<file path="src/rtl/shift_pkg.sv">
// Shared types and sizes for the 32-bit logical right barrel shifter.
// Pure declarations: no logic, no latency.
// Imported by the shift stages and the top level.
package shift_pkg;

  // Data path width; the shifter is built for exactly this width.
  localparam int SHIFT_WIDTH = 32;

  // Shift amount width, clog2(SHIFT_WIDTH).
  localparam int SHIFT_AMT_W = 5;

  // One data word flowing through the mux network.
  typedef logic [31:0] word_t;

endpackage : shift_pkg

</file>
<file path="src/rtl/shift_right_stage.sv">
// One level of the logarithmic shifter: shift right by STEP or pass through.
// Purely combinational, zero latency.
// No handshake; output follows inputs continuously.
module shift_right_stage
  import shift_pkg::*;
#(
  parameter int STEP = 1
) (
  input  logic [31:0] din,
  input  logic        en,
  output logic [31:0] dout
);

  // Vacated MSBs are zero filled, so this is a logical (not arithmetic) shift.
  logic [31:0] w_shifted;

  assign w_shifted = {{STEP{1'b0}}, din[SHIFT_WIDTH-1:STEP]};
  assign dout      = en ? w_shifted : din;

endmodule : shift_right_stage

</file>
<file path="src/rtl/barrel_shift_right_32.sv">
// 32-bit logical right barrel shifter, result registered on o_y.
// Latency: one clock from input sample to o_y.
// No handshake: a new operation is accepted every cycle; o_y holds between edges.
module barrel_shift_right_32
  import shift_pkg::*;
#(
  parameter int WIDTH   = 32,
  parameter int SHAMT_W = 5
) (
  input  logic               clk_i,
  input  logic               rst_i,
  input  logic [WIDTH-1:0]   i_a,
  input  logic [SHAMT_W-1:0] num_right_i,
  output logic [WIDTH-1:0]   o_y
);

  // w_stage[0] is the raw input; w_stage[k+1] is the output of level k.
  word_t w_stage [0:SHIFT_AMT_W];
  word_t r_y;

  assign w_stage[0] = i_a;

  // Levels shift by 1, 2, 4, 8, 16, each enabled by its own shift-amount bit,
  // so any amount 0..31 is composed in a single pass.
  for (genvar k = 0; k < SHIFT_AMT_W; k++) begin : g_level
    shift_right_stage #(
      .STEP (1 << k)
    ) u_stage (
      .din  (w_stage[k]),
      .en   (num_right_i[k]),
      .dout (w_stage[k+1])
    );
  end

  // Result register; synchronous reset wins over a shift issued in the same cycle.
  always_ff @(posedge clk_i) begin
    if (rst_i) begin
      r_y <= '0;
    end else begin
      r_y <= w_stage[SHIFT_AMT_W];
    end
  end

  assign o_y = r_y;

endmodule : barrel_shift_right_32

</file>
<file path="config.mk">
export PLATFORM = sky130hd
export DESIGN_NAME = barrel_shift_right_32
export DESIGN_NICKNAME = d
export VERILOG_FILES = /design/src/rtl/shift_pkg.sv /design/src/rtl/shift_right_stage.sv /design/src/rtl/barrel_shift_right_32.sv
export SDC_FILE = /design/constraint.sdc
export NUM_CORES = 1
export LEC_CHECK = 0
export ABC_AREA = 1
export CAP_MARGIN = 25
export CORE_MARGIN = 2
export CORE_UTILIZATION = 47
export DETAILED_ROUTE_END_ITERATION = 16
export GPL_TIMING_DRIVEN = 0
export MAX_ROUTING_LAYER = met4
export PLACE_DENSITY = 0.82
export SKIP_CTS_REPAIR_TIMING = 1
export SLEW_MARGIN = 30
export SYNTH_ARGS = -nofsm -noshare
export SYNTH_HDL_FRONTEND = slang
export SYNTH_SLANG_ARGS = --single-unit
export TNS_END_PERCENT = 1
</file>
<file path="constraint.sdc">
create_clock -name clk_i -period 1.3 [get_ports clk_i]
set_input_delay 0.26 -clock clk_i [delete_from_list [all_inputs] [get_ports clk_i]]
set_output_delay 0.26 -clock clk_i [all_outputs]
set_load 0.02 [all_outputs]
</file>
==> qor.yml, run 1 <==
timing.fmax_ghz: 0.693
holdCritPathClass: "primary input to register"
first_pass_iters: 5
syn_to_final_growth_pct: 45.2
finalHoldViolCount: 0
syn_inst: 383
yosysUniqueCellTypes: 12
hpwlAfterDp_um: 6480
syn_area_mm2: 0.00222
tightestPinTransition_ns: 0.412
grt_usage_pct: 33.0
grt_overflow: 0
path_clk_slew_ns: 0.07
yosys.area.top_type: "nand3_1"
yosys.area.top_type_share_pct: 42.5
crit_fanout: 10
min_period_ns: 1.44
clockBufferDepth: 2
ctsRootBufferMaster: "clkbuf_8"
via_per_inst: 5.87
layoutNonFillerInstCount: 515
antenna_found_initial: 0
cts_made_buffers: 5
whs_endpoint: "o_y[30]"
dp.cells: 507
n_antenna_cell: 0
nets: 499
slew_viol_final: 0
setup_violations: 23
multiInputGateArea_mm2: 0.00146
io_buffers: 70
routed_wirelength_um: 8290
drtIter0Drc: 374
grt_max_degree: 11
cp_data_required_time_ns: 1.46
cp-start-kind: "primary input"
die_area_mm2: 0.00530
violations: "setup timing"
status: "finished, violations left"
min_delay_path_depth: 4
initial_core_util_pct: 48.0
htree_levels: 2
ant_nets: 0
layout_commonest_cell: "nand3_1"
p_total_mw: 2.84
vias: 3025
grt_pass1_vias: 2825
mostFrequentLayoutCells: "nand3_1 (187), nand2_1 (106), clkdlybuf4s50_1 (35)"
wire_per_inst_um: 16.1
drc: 0
crit_arrival_ns: 1.60
powerDensity_mw_per_mm2: 879
seqCellArea_um2: 641
chipHeight_um: 72.8
fillers: 401
synth.yosys.seq_area_share_pct: 28.8
cts_tree: "done"
avgSynthCellArea_um2: 5.81
post-route-period-util_pct: 111
min_from: "num_right_i[2]"
relSlewSlack_pct: 72.5
synth_area_leaders: "nand3_1 (43%), dfxtp_1 (29%), nand2_1 (18%), buf_2 (3.4%), nor2_1 (2.9%)"
largest_register_ffs: 32
grt_pass1_wl_um: 13000
synth_seq_cells: 32
end_kind: "register"
ir_worst_vdd_v: 0.000893
drv_cap: 0
p_leak_nw: 1.97
rsz0062_at_grt: "yes"
layout-drive-gt1-share_pct: 9.11
ys_warn_count: 0
die_w_um: 72.8
rows: 25
ioPinCount: 71
fin_ws_ns: -0.143
postSynthNetCount: 422
path_class: "primary input to register"
clock_sinks: 32
coreArea_mm2: 0.00463
finalWeightedCongestion: 0.969
## Yosys cell counts (all sizes together)
master / count
nand3: 189
nand2: 106
dfxtp: 32
buf: 20
nor2: 18
clkbuf: 7
inv: 6
nor3: 4
nand4: 1
## metrics by stage
stage / setup TNS (ns) / setup WS (ns) / instance area (µm²) / hold WS (ns) / utilization (%)
finish: -1.92 / -0.143 / 3230 / 0.447 / 69.7
global route: -3.52 / -0.223 / 3230 / 0.482 / 69.7
CTS: -14.01 / -0.387 / 3080 / 0.746 / 66.6
detailed placement: -18.25 / -0.674 / 2990 / 1.04 / 64.6
global placement: -18.08 / -0.671 / 2990 / 1.05 / 64.6
floorplan: 0 / 0.217 / 2220 / 0.464 / -
## per-layer routing
| layer | up-vias | track usage [%] | wire (µm) |
|---|---|---|---|
| met2 | 165 | 55.3 | 4120 |
| met3 | 19 | 4.70 | 627 |
| met5 | - | - | 0 |
| met4 | 0 | 7.61 | 155 |
| li1 | 1478 | - | - |
| met1 | 1363 | 42.3 | 3390 |
## worst max-delay path, cell delays in order
cell and delay (ns):
clkdlybuf4s50_1 0.55, nor2_4 0.09, inv_1 0.23, clkbuf_1 0.37, nor2_1 0.11
## logic make-up after synthesis
kind of cell | count (synthesis) | share of synthesized area [%]
AND/OR/NAND/NOR | 318 | 64.8
flip-flops | 32 | 28.8
buffers and inverters | 33 | 6.42
## layout make-up
cell class | instances | share of cell area [%]
multi-input cells | 318 | 45.2
inverters | 6 | 0.698
clock buffers | 6 | 2.56
well taps | 54 | 2.09
clock inverters | 2 | 0.310
plain buffers | 27 | 5.16
repair buffers | 70 | 24.2
flip-flops and latches | 32 | 19.8
## power by group
part	internal [mW]	switching, mW
Combinational	0.401	0.595
Clock	0.422	0.365
Sequential	1.04	0.0145
## how the worst max path moves through the flow
stage,cells past startpoint,to,slack [ns],start
floorplan,7,o_y[0],0.22,num_right_i[1]
global placement,8,o_y[5],-0.67,num_right_i[1]
finish,5,o_y[26],-0.14,rst_i
detailed placement,8,o_y[4],-0.67,num_right_i[1]
global route,5,o_y[24],-0.22,rst_i
CTS,8,o_y[4],-0.39,num_right_i[1]
No activity file was read; power rests on OpenSTA's default activity.
==> run 2, diff against run 1 <==
==> constraint.sdc (replaced) <==
create_clock -name clk_i -period 1.5 [get_ports clk_i]
set_input_delay 0.3 -clock clk_i [delete_from_list [all_inputs] [get_ports clk_i]]
set_output_delay 0.3 -clock clk_i [all_outputs]
set_load 0.01 [all_outputs]
==> run 2 against run 1 <==
Net effect:
- the flow now finishes without violations
- setup slack improved by 0.19 ns
- utilization is 2.1 points lower
- global-route usage unchanged
- clock power is 14% lower
- worst hold slack improved by 0.23 ns
- sequential cell count is the same
- non-clock buffer count unchanged
- total power decreased by 15%
- die area stayed put
- sequential power down 13%
- via count is essentially flat
- combinational power fell by 17%
- critical endpoint is now o_y[5]
- largest power group unchanged
==> qor.yml, run 2 (synthesis gave the netlist of run 1 again) <==
ctsRootBufferMaster: "clkbuf_8"
fillers: 425  # +6.0%
end_kind: "register"
die_w_um: 72.8  # unchanged
clkPwrFrac_pct: 27.9  # +0.2 points
finalWeightedCongestion: 0.969  # unchanged
vias: 3023  # -0.066%
layout_commonest_cell: "nand3_1"
p_comb_share_pct: 34.1  # -1.0 points
syn_to_final_growth_pct: 40.8
p_seq_share_pct: 38.0  # +0.8 points
grt_overflow: 0  # unchanged
p_int_mw: 1.62  # -13%
timing.fmax_ghz: 0.688
clockBufferDepth: 2  # unchanged
ioPinCount: 71  # unchanged
holdCritPathClass: "primary input to register"
tightestPinTransition_ns: 0.517  # +0.105 ns
grt_pass1_wl_um: 13000  # unchanged
cts_tree: "done"
drtIter0Drc: 334  # -11%
rsz0062_at_grt: "yes"
layout-drive-gt1-share_pct: 8.24  # -0.87 points
p_leak_nw: 1.44  # -27%
drc: 0  # unchanged
grt_max_degree: 11  # unchanged
wire_per_inst_um: 15.7  # -2.4%
io_buffers: 70  # unchanged
fin_hold_ws_ns: 0.676  # +0.228 ns
post-route-period-util_pct: 96.9
initial_core_util_pct: 48.0  # unchanged
cts_made_buffers: 5  # unchanged
mostFrequentLayoutCells: "nand3_1 (189), nand2_1 (106), clkdlybuf4s50_1 (68)"
drv_cap: 0  # unchanged
routed_wirelength_um: 8090  # -2.4%
ant_nets: 0  # unchanged
tns_ns: 0  # +1.92 ns
crit_fanout: 10  # unchanged
cp_data_required_time_ns: 1.68  # +0.22 ns
critPathMaxStageDelay_ns: 0.55  # about the same
seqCellArea_um2: 641  # unchanged
die_area_mm2: 0.00530  # unchanged
via_per_inst: 5.87  # about the same
coreArea_mm2: 0.00463  # unchanged
relSlewSlack_pct: 65.5  # -7.0 points
finalHoldViolCount: 0  # unchanged
slew_viol_final: 0  # unchanged
final_core_util_pct: 67.6  # -2.1 points
grt_pass1_vias: 2825  # unchanged
critPathMostFrequentCell: "nand3_1"
largest_register_ffs: 32  # unchanged
p_total_mw: 2.41  # -15%
cp_slowest_cell: "clkdlybuf4s50_1"
min_period_ns: 1.45
powerDensity_mw_per_mm2: 771  # -12%
setup_violations: 0  # -100%
status: "finished, final reports clean"
nets: 499  # unchanged
path_clk_slew_ns: 0.07  # about the same
chipHeight_um: 72.8  # unchanged
cp_cell_sequence: "clkdlybuf4s50_1 > clkbuf_1 > nand3_1 > nand3_1 > nand2_1"
netSwitchingFraction_pct: 32.8  # -1.5 points
first_pass_iters: 9  # +4
n_antenna_cell: 0  # unchanged
cp-start-kind: "primary input"
antenna_found_initial: 0  # unchanged
rows: 25  # unchanged
p_sw_uw: 792  # -19%
clock_sinks: 32  # unchanged
hpwlAfterDp_um: 6480  # unchanged
ir_worst_vdd_v: 0.000753  # -16%
path_class: "primary input to register"
grt_usage_pct: 33.0  # unchanged
crit_arrival_ns: 1.63  # +0.03 ns
multiInputGateArea_mm2: 0.00145  # -0.69%
htree_levels: 2  # unchanged
## run 2: cell count changes in the layout (fill, tap and decap cells not counted), sizes merged
cell	before	now
clkdlybuf4s50	35	68
clkbuf	19	21
buf	15	12
dlymetal6s2s	34	2
## run 2: critical path, delay by kind of cell
kind,cells,cell delay (ns)
buffers and inverters,2,0.99
and+or+nand+nor,3,0.33
## run 2: stage by stage
step	setup WS (ns)	area, µm²	cells
floorplan	0.377	2220	383
global placement	-0.511	2990	507
detailed placement	-0.514	2990	507
CTS	-0.227	3080	515
global route	-0.00482	3130	515
finish	0.0466	3130	515
## run 2: per-layer routing
| metal | wire length (µm) | global-route usage (%) | vias up |
|---|---|---|---|
| met4 | 138 | 7.61 | 0 |
| met3 | 690 | 4.70 | 18 |
| met2 | 3940 | 55.3 | 162 |
| met1 | 3320 | 42.3 | 1371 |
| li1 | - | - | 1472 |
| met5 | 0 | - | - |
## run 2: cell type report
type                       count  share of cell area, %
multi-input combinational    318                   46.2
timing repair buffer          70                   22.5
sequential                    32                   20.5
buffer                        27                   4.92
clock buffer                   6                   2.64
tap                           54                   2.16
inverter                       6                  0.719
clock inverter                 2                  0.320
## run 2: worst paths after layout
kind / endpoint / startpoint / slack (ns) / cells after the start
worst min-delay path: o_y[31] / num_right_i[0] / 0.68 / 6
worst max-delay path: o_y[5] / num_right_i[3] / 0.05 / 5
## run 2: power groups by stage
stage	clock network (mW)	logic (mW)	registers (mW)
final	0.674	0.823	0.917
after global routing	0.720	0.904	0.922
after CTS	0.677	0.798	0.918
after detailed placement	0	0.793	0.936
after global placement	0	0.791	0.934
after floorplan	0	0.418	0.964
